<file path="src/rtl/video_timing_gen_if.sv">
// Bundle of run-enable, timing-configuration handshake and video outputs for
// video_timing_gen.
//   master : drives en and the cfg_* offer, observes cfg_ready/cfg_err and video
//   slave  : the timing generator itself
interface video_timing_gen_if #(
  parameter int unsigned CW = 12
) ();
  logic          en;
  logic          cfg_valid;
  logic          cfg_ready;
  logic [4*CW-1:0] cfg_h;
  logic [4*CW-1:0] cfg_v;
  logic [1:0]    cfg_pol;
  logic          cfg_err;
  logic          hs;
  logic          vs;
  logic          de;
  logic [CW-1:0] x;
  logic [CW-1:0] y;
  logic          line_start;
  logic          frame_start;

  modport master (
    output en, cfg_valid, cfg_h, cfg_v, cfg_pol,
    input  cfg_ready, cfg_err, hs, vs, de, x, y, line_start, frame_start
  );

  modport slave (
    input  en, cfg_valid, cfg_h, cfg_v, cfg_pol,
    output cfg_ready, cfg_err, hs, vs, de, x, y, line_start, frame_start
  );
endinterface

</file>
<file path="src/rtl/video_timing_gen.sv">
// Programmable raster timing generator.
// A line is ordered sync, back porch, active, front porch; frames are ordered the
// same way in lines. New timing is offered through a one-deep shadow register and
// only takes effect at a frame boundary (or immediately while en is low).
// Ports:
//   clk  pixel clock
//   rst  asynchronous, active-high reset
//   bus  video_timing_gen_if.slave: en, cfg_valid/cfg_ready/cfg_h/cfg_v/cfg_pol,
//        cfg_err, hs, vs, de, x, y, line_start, frame_start
// All video outputs are registered and lag the counters by one cycle.
module video_timing_gen #(
  parameter int unsigned CW       = 12,
  parameter int unsigned H_ACTIVE = 640,
  parameter int unsigned H_FP     = 16,
  parameter int unsigned H_SYNC   = 96,
  parameter int unsigned H_BP     = 48,
  parameter int unsigned V_ACTIVE = 480,
  parameter int unsigned V_FP     = 10,
  parameter int unsigned V_SYNC   = 2,
  parameter int unsigned V_BP     = 33,
  parameter bit          HS_POL   = 1'b0,
  parameter bit          VS_POL   = 1'b0
) (
  input logic               clk,
  input logic               rst,
  video_timing_gen_if.slave bus
);
  localparam int unsigned TW = CW + 2;

  // Working timing set
  logic [CW-1:0] h_act_q, h_fp_q, h_sync_q, h_bp_q;
  logic [CW-1:0] v_act_q, v_fp_q, v_sync_q, v_bp_q;
  logic          hs_pol_q, vs_pol_q;

  // Shadow set waiting for a frame boundary
  logic [4*CW-1:0] sh_h_q, sh_v_q;
  logic [1:0]      sh_pol_q;
  logic            pending_q;
  logic            cfg_err_q;

  logic [CW-1:0] h_cnt_q, h_cnt_d, v_cnt_q, v_cnt_d;
  logic          apply;

  // Output registers
  logic          hs_q, vs_q, de_q, ls_q, fs_q;
  logic [CW-1:0] x_q, y_q;

  // Config acceptance
  logic cfg_ok, cfg_take, cfg_rej;

  assign cfg_ok = (bus.cfg_h[4*CW-1:3*CW] != '0) && (bus.cfg_h[3*CW-1:2*CW] != '0) &&
                  (bus.cfg_h[2*CW-1:CW]   != '0) && (bus.cfg_h[CW-1:0]      != '0) &&
                  (bus.cfg_v[4*CW-1:3*CW] != '0) && (bus.cfg_v[3*CW-1:2*CW] != '0) &&
                  (bus.cfg_v[2*CW-1:CW]   != '0) && (bus.cfg_v[CW-1:0]      != '0);
  assign cfg_take = bus.cfg_valid && !pending_q && cfg_ok;
  assign cfg_rej  = bus.cfg_valid && !pending_q && !cfg_ok;

  // Totals and region bounds, widened so sums cannot wrap
  logic [TW-1:0] h_total, v_total, h_act_start, h_act_end, v_act_start, v_act_end;
  logic [TW-1:0] hc, vc;
  logic          h_last, v_last;

  assign h_total     = {2'b00, h_act_q} + {2'b00, h_fp_q} + {2'b00, h_sync_q} + {2'b00, h_bp_q};
  assign v_total     = {2'b00, v_act_q} + {2'b00, v_fp_q} + {2'b00, v_sync_q} + {2'b00, v_bp_q};
  assign h_act_start = {2'b00, h_sync_q} + {2'b00, h_bp_q};
  assign v_act_start = {2'b00, v_sync_q} + {2'b00, v_bp_q};
  assign h_act_end   = h_act_start + {2'b00, h_act_q};
  assign v_act_end   = v_act_start + {2'b00, v_act_q};
  assign hc          = {2'b00, h_cnt_q};
  assign vc          = {2'b00, v_cnt_q};
  assign h_last      = (hc == h_total - TW'(1));
  assign v_last      = (vc == v_total - TW'(1));

  // Counter next state; apply marks the cycle the shadow becomes the working set
  always_comb begin
    h_cnt_d = h_cnt_q;
    v_cnt_d = v_cnt_q;
    apply   = 1'b0;
    if (!bus.en) begin
      h_cnt_d = '0;
      v_cnt_d = '0;
      apply   = pending_q;
    end else if (h_last) begin
      h_cnt_d = '0;
      if (v_last) begin
        v_cnt_d = '0;
        apply   = pending_q;
      end else begin
        v_cnt_d = v_cnt_q + CW'(1);
      end
    end else begin
      h_cnt_d = h_cnt_q + CW'(1);
    end
  end

  always_ff @(posedge clk or posedge rst) begin
    if (rst) begin
      h_cnt_q <= '0;
      v_cnt_q <= '0;
    end else begin
      h_cnt_q <= h_cnt_d;
      v_cnt_q <= v_cnt_d;
    end
  end

  // apply needs pending_q and cfg_take needs !pending_q, so they never collide
  always_ff @(posedge clk or posedge rst) begin
    if (rst) begin
      h_act_q   <= CW'(H_ACTIVE);
      h_fp_q    <= CW'(H_FP);
      h_sync_q  <= CW'(H_SYNC);
      h_bp_q    <= CW'(H_BP);
      v_act_q   <= CW'(V_ACTIVE);
      v_fp_q    <= CW'(V_FP);
      v_sync_q  <= CW'(V_SYNC);
      v_bp_q    <= CW'(V_BP);
      hs_pol_q  <= HS_POL;
      vs_pol_q  <= VS_POL;
      sh_h_q    <= '0;
      sh_v_q    <= '0;
      sh_pol_q  <= '0;
      pending_q <= 1'b0;
      cfg_err_q <= 1'b0;
    end else begin
      cfg_err_q <= cfg_rej;
      if (apply) begin
        h_act_q   <= sh_h_q[4*CW-1:3*CW];
        h_fp_q    <= sh_h_q[3*CW-1:2*CW];
        h_sync_q  <= sh_h_q[2*CW-1:CW];
        h_bp_q    <= sh_h_q[CW-1:0];
        v_act_q   <= sh_v_q[4*CW-1:3*CW];
        v_fp_q    <= sh_v_q[3*CW-1:2*CW];
        v_sync_q  <= sh_v_q[2*CW-1:CW];
        v_bp_q    <= sh_v_q[CW-1:0];
        vs_pol_q  <= sh_pol_q[1];
        hs_pol_q  <= sh_pol_q[0];
        pending_q <= 1'b0;
      end else if (cfg_take) begin
        sh_h_q    <= bus.cfg_h;
        sh_v_q    <= bus.cfg_v;
        sh_pol_q  <= bus.cfg_pol;
        pending_q <= 1'b1;
      end
    end
  end

  // Output decode from the current counters
  logic          in_hsync, in_vsync, de_d, ls_d, fs_d, hs_d, vs_d;
  logic [CW-1:0] x_d, y_d;

  always_comb begin
    in_hsync = (hc < {2'b00, h_sync_q});
    in_vsync = (vc < {2'b00, v_sync_q});
    de_d     = bus.en && (hc >= h_act_start) && (hc < h_act_end) &&
               (vc >= v_act_start) && (vc < v_act_end);
    hs_d     = (bus.en && in_hsync) ? hs_pol_q : ~hs_pol_q;
    vs_d     = (bus.en && in_vsync) ? vs_pol_q : ~vs_pol_q;
    x_d      = '0;
    y_d      = '0;
    if (de_d) begin
      x_d = h_cnt_q - (h_sync_q + h_bp_q);
      y_d = v_cnt_q - (v_sync_q + v_bp_q);
    end
    ls_d = de_d && (x_d == '0);
    fs_d = ls_d && (y_d == '0);
  end

  always_ff @(posedge clk or posedge rst) begin
    if (rst) begin
      hs_q <= ~HS_POL;
      vs_q <= ~VS_POL;
      de_q <= 1'b0;
      ls_q <= 1'b0;
      fs_q <= 1'b0;
      x_q  <= '0;
      y_q  <= '0;
    end else begin
      hs_q <= hs_d;
      vs_q <= vs_d;
      de_q <= de_d;
      ls_q <= ls_d;
      fs_q <= fs_d;
      x_q  <= x_d;
      y_q  <= y_d;
    end
  end

  assign bus.cfg_ready   = ~pending_q;
  assign bus.cfg_err     = cfg_err_q;
  assign bus.hs          = hs_q;
  assign bus.vs          = vs_q;
  assign bus.de          = de_q;
  assign bus.x           = x_q;
  assign bus.y           = y_q;
  assign bus.line_start  = ls_q;
  assign bus.frame_start = fs_q;
endmodule

</file>
<file path="src/flat_wrapper.sv">
// flat-port wrapper written by rule: the top's interface ports become plain ports
module video_timing_gen_flat 
#(
  parameter int unsigned CW       = 12,
  parameter int unsigned H_ACTIVE = 640,
  parameter int unsigned H_FP     = 16,
  parameter int unsigned H_SYNC   = 96,
  parameter int unsigned H_BP     = 48,
  parameter int unsigned V_ACTIVE = 480,
  parameter int unsigned V_FP     = 10,
  parameter int unsigned V_SYNC   = 2,
  parameter int unsigned V_BP     = 33,
  parameter bit          HS_POL   = 1'b0,
  parameter bit          VS_POL   = 1'b0
)
  (clk, rst, bus_en, bus_cfg_valid, bus_cfg_h, bus_cfg_v, bus_cfg_pol, bus_cfg_ready, bus_cfg_err, bus_hs, bus_vs, bus_de, bus_x, bus_y, bus_line_start, bus_frame_start);
  video_timing_gen_if #(.CW(CW)) bus_i ();
  input logic clk;
  input logic rst;
  input wire logic [$bits(bus_i.en)-1:0] bus_en;
  input wire logic [$bits(bus_i.cfg_valid)-1:0] bus_cfg_valid;
  input wire logic [$bits(bus_i.cfg_h)-1:0] bus_cfg_h;
  input wire logic [$bits(bus_i.cfg_v)-1:0] bus_cfg_v;
  input wire logic [$bits(bus_i.cfg_pol)-1:0] bus_cfg_pol;
  output wire logic [$bits(bus_i.cfg_ready)-1:0] bus_cfg_ready;
  output wire logic [$bits(bus_i.cfg_err)-1:0] bus_cfg_err;
  output wire logic [$bits(bus_i.hs)-1:0] bus_hs;
  output wire logic [$bits(bus_i.vs)-1:0] bus_vs;
  output wire logic [$bits(bus_i.de)-1:0] bus_de;
  output wire logic [$bits(bus_i.x)-1:0] bus_x;
  output wire logic [$bits(bus_i.y)-1:0] bus_y;
  output wire logic [$bits(bus_i.line_start)-1:0] bus_line_start;
  output wire logic [$bits(bus_i.frame_start)-1:0] bus_frame_start;
  assign bus_i.en = bus_en;
  assign bus_i.cfg_valid = bus_cfg_valid;
  assign bus_i.cfg_h = bus_cfg_h;
  assign bus_i.cfg_v = bus_cfg_v;
  assign bus_i.cfg_pol = bus_cfg_pol;
  assign bus_cfg_ready = bus_i.cfg_ready;
  assign bus_cfg_err = bus_i.cfg_err;
  assign bus_hs = bus_i.hs;
  assign bus_vs = bus_i.vs;
  assign bus_de = bus_i.de;
  assign bus_x = bus_i.x;
  assign bus_y = bus_i.y;
  assign bus_line_start = bus_i.line_start;
  assign bus_frame_start = bus_i.frame_start;
  video_timing_gen #(.CW(CW), .H_ACTIVE(H_ACTIVE), .H_FP(H_FP), .H_SYNC(H_SYNC), .H_BP(H_BP), .V_ACTIVE(V_ACTIVE), .V_FP(V_FP), .V_SYNC(V_SYNC), .V_BP(V_BP), .HS_POL(HS_POL), .VS_POL(VS_POL)) u_core (.clk(clk), .rst(rst), .bus(bus_i));
endmodule
</file>
<file path="config.mk">
export PLATFORM = sky130hd
export DESIGN_NAME = video_timing_gen_flat
export DESIGN_NICKNAME = d
export VERILOG_FILES = /design/src/rtl/video_timing_gen_if.sv /design/src/rtl/video_timing_gen.sv /design/src/flat_wrapper.sv
export SDC_FILE = /design/constraint.sdc
export NUM_CORES = 1
export LEC_CHECK = 0
export BUFFER_PORTS_ARGS = -buffer_cell sky130_fd_sc_hd__buf_2
export CAP_MARGIN = 40
export CORE_MARGIN = 2
export CORE_UTILIZATION = 64
export CTS_BUF_LIST = sky130_fd_sc_hd__clkbuf_4
export DETAILED_ROUTE_END_ITERATION = 8
export GPL_TIMING_DRIVEN = 0
export MAX_ROUTING_LAYER = met4
export PLACE_DENSITY = 0.8
export SKIP_CTS_REPAIR_TIMING = 1
export SKIP_LAST_GASP = 1
export SLEW_MARGIN = 20
export SYNTH_ARGS = -nofsm -noshare
export SYNTH_HDL_FRONTEND = slang
export SYNTH_SLANG_ARGS = --single-unit
</file>
<file path="constraint.sdc">
create_clock -name clk -period 8.4 [get_ports clk]
set_input_delay 0.84 -clock clk [delete_from_list [all_inputs] [get_ports clk]]
set_output_delay 0.84 -clock clk [all_outputs]
set_load 0.02 [all_outputs]
</file>
==> flow_summary.toml, run 1 <==
[logic_synthesis]
synth_area_um2 = 21100
ys_top_cells_by_count = "242 x ha_1, 233 x dfrtp_1, 205 x inv_1"
synthArstFlopShare_pct = 100
synthDistinctLibCells = 80
yosys.area.top_type = "dfrtp_1"
synthCells = 2265
ys_seq_area_share_pct = 29.9
ys_warn_count = 0
syn_nets = 2662
synth-seq-cells = 251
synth_flop_cell = "dfrtp_1"
syn_area_per_cell_um2 = 9.32
yosysMostFrequentCell = "ha_1"
synth.top_cell.area_share_pct = 27.6
post_synth_main_area_contributors = "dfrtp_1 28%, ha_1 14%, mux2_2 5.3%, fa_1 5.0%, inv_1 3.6%"
synth-edff-count = 0

[routing]
ant_nets = 0
num_vias = 20000
initialDrtViolationCount = 2111
drc_errors = 0
firstDrtPassIters = 7
via_per_inst = 6.73
wirelength_mm = 69.2
wire_per_inst_um = 23.2

[die]
io-pin-count = 133
initial_core_util_pct = 64.9
die_x_um = 186
rows = 66
core-area_um2 = 32500
die_area_um2 = 34400
die_h_um = 186

[sta]
hold_slack_ns = 0.0458
setup_violations = 0
slew_headroom_pct = 39.8
fin_crit_ns = 7.35
finalClockSkew_ns = 0.0860
slew_viol_final = 0
timing.fmax_mhz = 136
rsz0062_at_grt = "no"
tightest_slew_ns = 0.895
period_share_pct = 87.5
finalHoldViolCount = 0

[setup_path]
r2r-end = "u_core.h_bp_q[8]$_DFFE_PP0P_"
end_kind = "register"
worstPathArrival_ns = 7.95
ff2ff_setup_slack_ns = 1.05
worst_ep_required_time_ns = 9.00
reg2reg_depth = 25
critPathMaxFanout = 10
crit_type = "reg2reg"
cpMaxStageDelayCell = "nand4_2"
cp-start-kind = "register"
regToRegStartpoint = "u_core.v_act_q[0]$_DFFE_PP0P_"
cpPeakStageDelay_ns = 0.57
worstSetupEndpoint = "u_core.h_bp_q[8]$_DFFE_PP0P_"
critPathLaunch = "u_core.v_act_q[0]$_DFFE_PP0P_"

[clock_network]
cts_made_buffers = 72
numClockSinks = 251
cts_htree_levels = 3
clock_path_buffers = 3
clk_latency_ns = 0.80
clockRootBuffer = "clkbuf_4"
clk_pin_slew_ns = 0.09
cts_tree = "done"

[final_layout]
multi_input_area_um2 = 13400
ff_latch_area_um2 = 6300
final_area_um2 = 23400
drive_above_1_share_pct = 16.9
nFillCells = 2591
synthToLayoutAreaGrowth_pct = 10.8
nets = 2873

[global_routing]
antenna_found_initial = 5
grt_max_degree = 101
grt_pass1_wl_mm = 106
grtUsageTotal_pct = 41.6
grt_pass1_vias = 19100
overflow = 0

[power_and_ir_drop]
peakVddDrop_mv = 0.201
power_density_nw_per_um2 = 295
p_leak_nw = 10.8

[status]
outcome = "finished clean"

[run]
cap_violations = 0

[placed_design]
dp_hpwl_mm = 53.4
place.gp.congestion = 1.01
dpl_cell_area_um2 = 22400
portBuffers = 132

[min_path]
hp-class = "in2async"
worst max-delay path, delay by kind of cell (launching register included):
kind                     cells  cell delay [ns]
AO/OA/AOI/OAI               12             2.45
adder cells (fa/ha/maj)      5             1.81
AND/OR/NAND/NOR              3             1.08
buffers and inverters        4             0.89
flip-flops                   1             0.52
XOR/XNOR                     1             0.43
stage by stage:
stage | util (%) | power (mW) | std cells | setup TNS [ns] | worst slack (ns)
after global routing | 71.8 | 7.42 | 2979 | 0 | 0.687
after detailed placement | 68.8 | 5.56 | 2842 | 0 | 1.26
after global placement | 68.6 | 5.43 | 2839 | -481.91 | -2.11
final | 71.8 | 6.90 | 2980 | 0 | 1.05
after CTS | 71.7 | 6.80 | 2972 | 0 | 1.22
after floorplan | - | 4.57 | 2265 | 0 | 0.690
power by group:
| group | leakage [nW] | internal (mW) | total [mW] | switching, mW |
|---|---|---|---|---|
| registers | 2.87 | 1.40 | 1.66 | 0.260 |
| clock network | 0.561 | 0.646 | 1.22 | 0.576 |
| logic | 7.35 | 1.66 | 4.02 | 2.36 |
registers in the layout, indices dropped and copies added (netlist names), 2 cells and up:
name / cells
u_core.sh_h_q: 48
u_core.h_bp_q: 12
u_core.h_cnt_q: 12
u_core.v_bp_q: 12
u_core.sh_pol_q: 2
u_core.h_act_q: 12
u_core.v_act_q: 12
u_core.sh_v_q: 48
u_core.v_fp_q: 12
u_core.bus.x: 12
u_core.h_fp_q: 12
u_core.bus.y: 12
u_core.v_cnt_q: 12
u_core.h_sync_q: 12
u_core.v_sync_q: 12
worst min path at each step:
stage | start | end | slack, ns
5_1_grt | rst | u_core.v_cnt_q[6]$_DFFE_PP0P_ | 0.08
4_1_cts | rst | u_core.v_cnt_q[6]$_DFFE_PP0P_ | 0.04
3_3_place_gp | u_core.sh_v_q[8]$_DFFE_PP0P_ | u_core.sh_v_q[8]$_DFFE_PP0P_ | 0.52
3_5_place_dp | u_core.sh_h_q[46]$_DFFE_PP0P_ | u_core.sh_h_q[46]$_DFFE_PP0P_ | 0.52
6_report | rst | u_core.v_cnt_q[6]$_DFFE_PP0P_ | 0.05
2_1_floorplan | u_core.v_sync_q[8]$_DFFE_PP0P_ | u_core.v_sync_q[8]$_DFFE_PP0P_ | 0.50
placed cells by master, fill, tap and decap left out, drive strengths merged, types with 5 or more instances in the layout:
cell type,instances
diode,6
mux2,101
o211ai,17
buf,179
and2,5
xor2,64
o21a,17
a22oi,8
nand4,101
o2111ai,8
nor4,30
nand3,110
o21bai,15
a31o,6
ha,242
o31a,6
inv,205
fa,53
dfrtp,233
xnor2,73
a31oi,110
nand2,89
nor2b,14
clkinv,29
dfstp,18
nor3,33
clkbuf,184
or3,7
a22o,8
o21ai,136
nand2b,14
a21o,33
a41oi,10
o311ai,92
a21oi,80
nor2,109
and3,13
a211oi,9
o41ai,8
logic make-up after synthesis:
| kind of cell | synth area share (%) |
|---|---|
| AO/OA/AOI/OAI | 19.4 |
| adder cells (fa/ha/maj) | 19.4 |
| multiplexers | 5.60 |
| AND/OR/NAND/NOR | 13.4 |
| buffers and inverters | 6.69 |
| flip-flops | 29.9 |
| XOR/XNOR | 5.69 |
area by class of cell:
class	instances	share of cell area [%]
antenna	6	0.0642
buffer	126	2.71
clock buffer	100	3.21
clock inverter	30	0.873
inverter	207	3.36
multi-input combinational	1681	57.3
sequential	251	27.0
tap	442	2.37
timing repair buffer	137	3.18
per-layer routing:
layer	global-route usage, %	vias up	part of all wire (%)	wire, um
met3	11.2	197	12	8380
met4	16.3	0	3.3	2270
li1	-	8882	-	-
met1	56.1	9682	42	28800
met5	-	-	0	0
met2	59.8	1283	43	29700
Power figures use the tool's default switching activity.
==> run 2: changes to the inputs <==
--- a/config.mk
+++ b/config.mk
@@ -13,5 +13,4 @@
 export DETAILED_ROUTE_END_ITERATION = 8
 export GPL_TIMING_DRIVEN = 0
-export MAX_ROUTING_LAYER = met4
 export PLACE_DENSITY = 0.8
 export SKIP_CTS_REPAIR_TIMING = 1
==> constraint.sdc (replaced) <==
create_clock -name clk -period 8.4 [get_ports clk]
set_input_delay 0.84 -clock clk [delete_from_list [all_inputs] [get_ports clk]]
set_output_delay 0.84 -clock clk [all_outputs]
set_load 0.01 [all_outputs]
==> run 2 against run 1 <==
Global-route usage decreased by 0.72 points. Worst setup slack better by 0.037 ns. Final area is 0.38% lower. Combinational power barely moved. Register-to-register slack better by 0.04 ns. Sequential share of layout area increased by 0.10 points. Clock power decreased by 7%. Final cell count down 0.34%. Power down 1.1%. Critical endpoint is now u_core.h_bp_q[3]$_DFFE_PP0P_. Largest cell class unchanged.
==> flow_summary.toml, run 2 (synthesis results as in run 1) <==
[status]
outcome = "finished clean"

[global_routing]
grtUsageTotal_pct = 40.9
grt_pass1_wl_mm = 108
overflow = 0
antenna_found_initial = 3
grt_max_degree = 108
grt_pass1_vias = 19600

[die]
rows = 66
io-pin-count = 133
die_h_um = 186
die_area_um2 = 34400
die_x_um = 186
core-area_um2 = 32500
initial_core_util_pct = 64.9

[sta]
slew_viol_final = 0
setup_violations = 0
finalSetupTns_ns = 0
hold_slack_ns = 0.0541
rsz0062_at_grt = "no"
finalHoldViolCount = 0
slew_headroom_pct = 37.3
period_share_pct = 87.1
timing.fmax_mhz = 137
fin_crit_ns = 7.31
finalClockSkew_ns = 0.0578
tightest_slew_ns = 0.941
setup_slack_ns = 1.09

[final_layout]
fin_cells = 2970
final_cell_mix = "242 x ha_1, 233 x dfrtp_1, 204 x inv_1"
top_regs = "u_core.sh_h_q (48), u_core.sh_v_q (48)"
final_common_cell = "ha_1"
nets = 2868
synthToLayoutAreaGrowth_pct = 10.4
drive_above_1_share_pct = 16.9
fin_util_pct = 71.6
nFillCells = 2546

[setup_path]
cp-start-kind = "register"
regToRegStartpoint = "u_core.v_act_q[0]$_DFFE_PP0P_"
cpMaxStageDelayCell = "nand4_2"
worstPathArrival_ns = 7.93
worst_ep_required_time_ns = 9.02
end_kind = "register"
ff2ff_setup_slack_ns = 1.09
critPathMaxFanout = 10
crit_type = "reg2reg"
r2r-end = "u_core.h_bp_q[3]$_DFFE_PP0P_"
cpPeakStageDelay_ns = 0.55
worstSetupEndpoint = "u_core.h_bp_q[3]$_DFFE_PP0P_"
reg2reg_depth = 25
critPathLaunch = "u_core.v_act_q[0]$_DFFE_PP0P_"

[min_path]
hp-class = "in2async"

[routing]
initialDrtViolationCount = 2350
drc_errors = 0
ant_nets = 0
wire_per_inst_um = 23.5
num_vias = 20200
firstDrtPassIters = 8
via_per_inst = 6.79
wirelength_mm = 69.7

[clock_network]
clock_path_buffers = 3
clockRootBuffer = "clkbuf_4"
cts_htree_levels = 3
numClockSinks = 251
clk_latency_ns = 0.80
cts_tree = "done"
clk_pin_slew_ns = 0.08
cts_made_buffers = 68

[power_and_ir_drop]
internal_power_mw = 3.65
sw_frac_of_total_pct = 46.5
peakVddDrop_mv = 0.192
clockPowerShare_pct = 16.8
p_leak_nw = 10.7
switching_power_mw = 3.17
seqPwrFrac_pct = 24.3
combPwrFrac_pct = 59.0
power_density_nw_per_um2 = 293

[placed_design]
pre_cts_slack_ns = 1.36
dp_hpwl_mm = 53.6
dp.cells = 2842
place.gp.congestion = 0.989
portBuffers = 132

[run]
cap_violations = 0
## run 2: cell types whose count changed in the layout (fill, tap and decap cells not counted), sizes merged
cell / delta
clkbuf: +1
buf: -1
clkinvlp: +2
diode: +1
bufinv: -2
inv: +2
clkinv: -13
## run 2: layout make-up
class                   instances  area [um2]  area share (%)
multi-input cells            1681       13400            57.5
clock buffers                 101         758            3.26
clock inverters                19         114           0.489
inverters                     207         785            3.37
diodes                          7        17.5          0.0752
flip-flops and latches        251        6300            27.1
well taps                     442         553            2.38
plain buffers                 126         634            2.72
repair buffers                136         734            3.15
## run 2: metal layers
| layer | vias to the layer above | GRT usage [%] | part of all wire [%] |
|---|---|---|---|
| met5 | - | 0 | 0 |
| met4 | 0 | 16.0 | 3.7 |
| met3 | 236 | 11.6 | 13 |
| met2 | 1379 | 61.4 | 43 |
| met1 | 9720 | 56.0 | 41 |
| li1 | 8846 | - | - |
## run 2: power by group through the flow
stage / Clock, mW / Combinational (mW) / Sequential [mW]
4_1_cts: 1.15 / 3.94 / 1.63
3_5_place_dp: 0 / 3.91 / 1.65
5_1_grt: 1.22 / 4.46 / 1.66
3_3_place_gp: 0 / 3.78 / 1.64
2_1_floorplan: 0 / 3.03 / 1.54
6_report: 1.14 / 4.02 / 1.66
## run 2: worst min-delay path by stage
stage / slack (ns) / from / endpoint / depth (start not counted)
after global placement: 0.52 / u_core.sh_v_q[9]$_DFFE_PP0P_ / u_core.sh_v_q[9]$_DFFE_PP0P_ / 1
after floorplan: 0.50 / u_core.v_sync_q[8]$_DFFE_PP0P_ / u_core.v_sync_q[8]$_DFFE_PP0P_ / 2
after detailed placement: 0.52 / u_core.sh_h_q[41]$_DFFE_PP0P_ / u_core.sh_h_q[41]$_DFFE_PP0P_ / 1
after global routing: 0.06 / rst / u_core.bus.y[2]$_DFF_PP0_ / 2
final: 0.05 / rst / u_core.bus.y[2]$_DFF_PP0_ / 2
after CTS: 0.04 / rst / u_core.bus.y[2]$_DFF_PP0_ / 2
## run 2: worst max-delay path: cells and delay by family (launching register included)
kind / cells / cell delay (ns)
xor gates and xnor gates: 1 / 0.39
and+or+nand+nor: 3 / 1.05
adders and majority gates: 5 / 1.80
DFF: 1 / 0.53
buffers and inverters: 4 / 0.89
AOI/OAI and AO/OA: 12 / 2.48
## run 2: metrics by stage
| stage | total power, mW | cell area, um2 |
|---|---|---|
| 2_1_floorplan | 4.57 | 21100 |
| 3_3_place_gp | 5.42 | 22300 |
| 3_5_place_dp | 5.56 | 22400 |
| 4_1_cts | 6.71 | 23300 |
| 5_1_grt | 7.34 | 23300 |
| 6_report | 6.82 | 23300 |
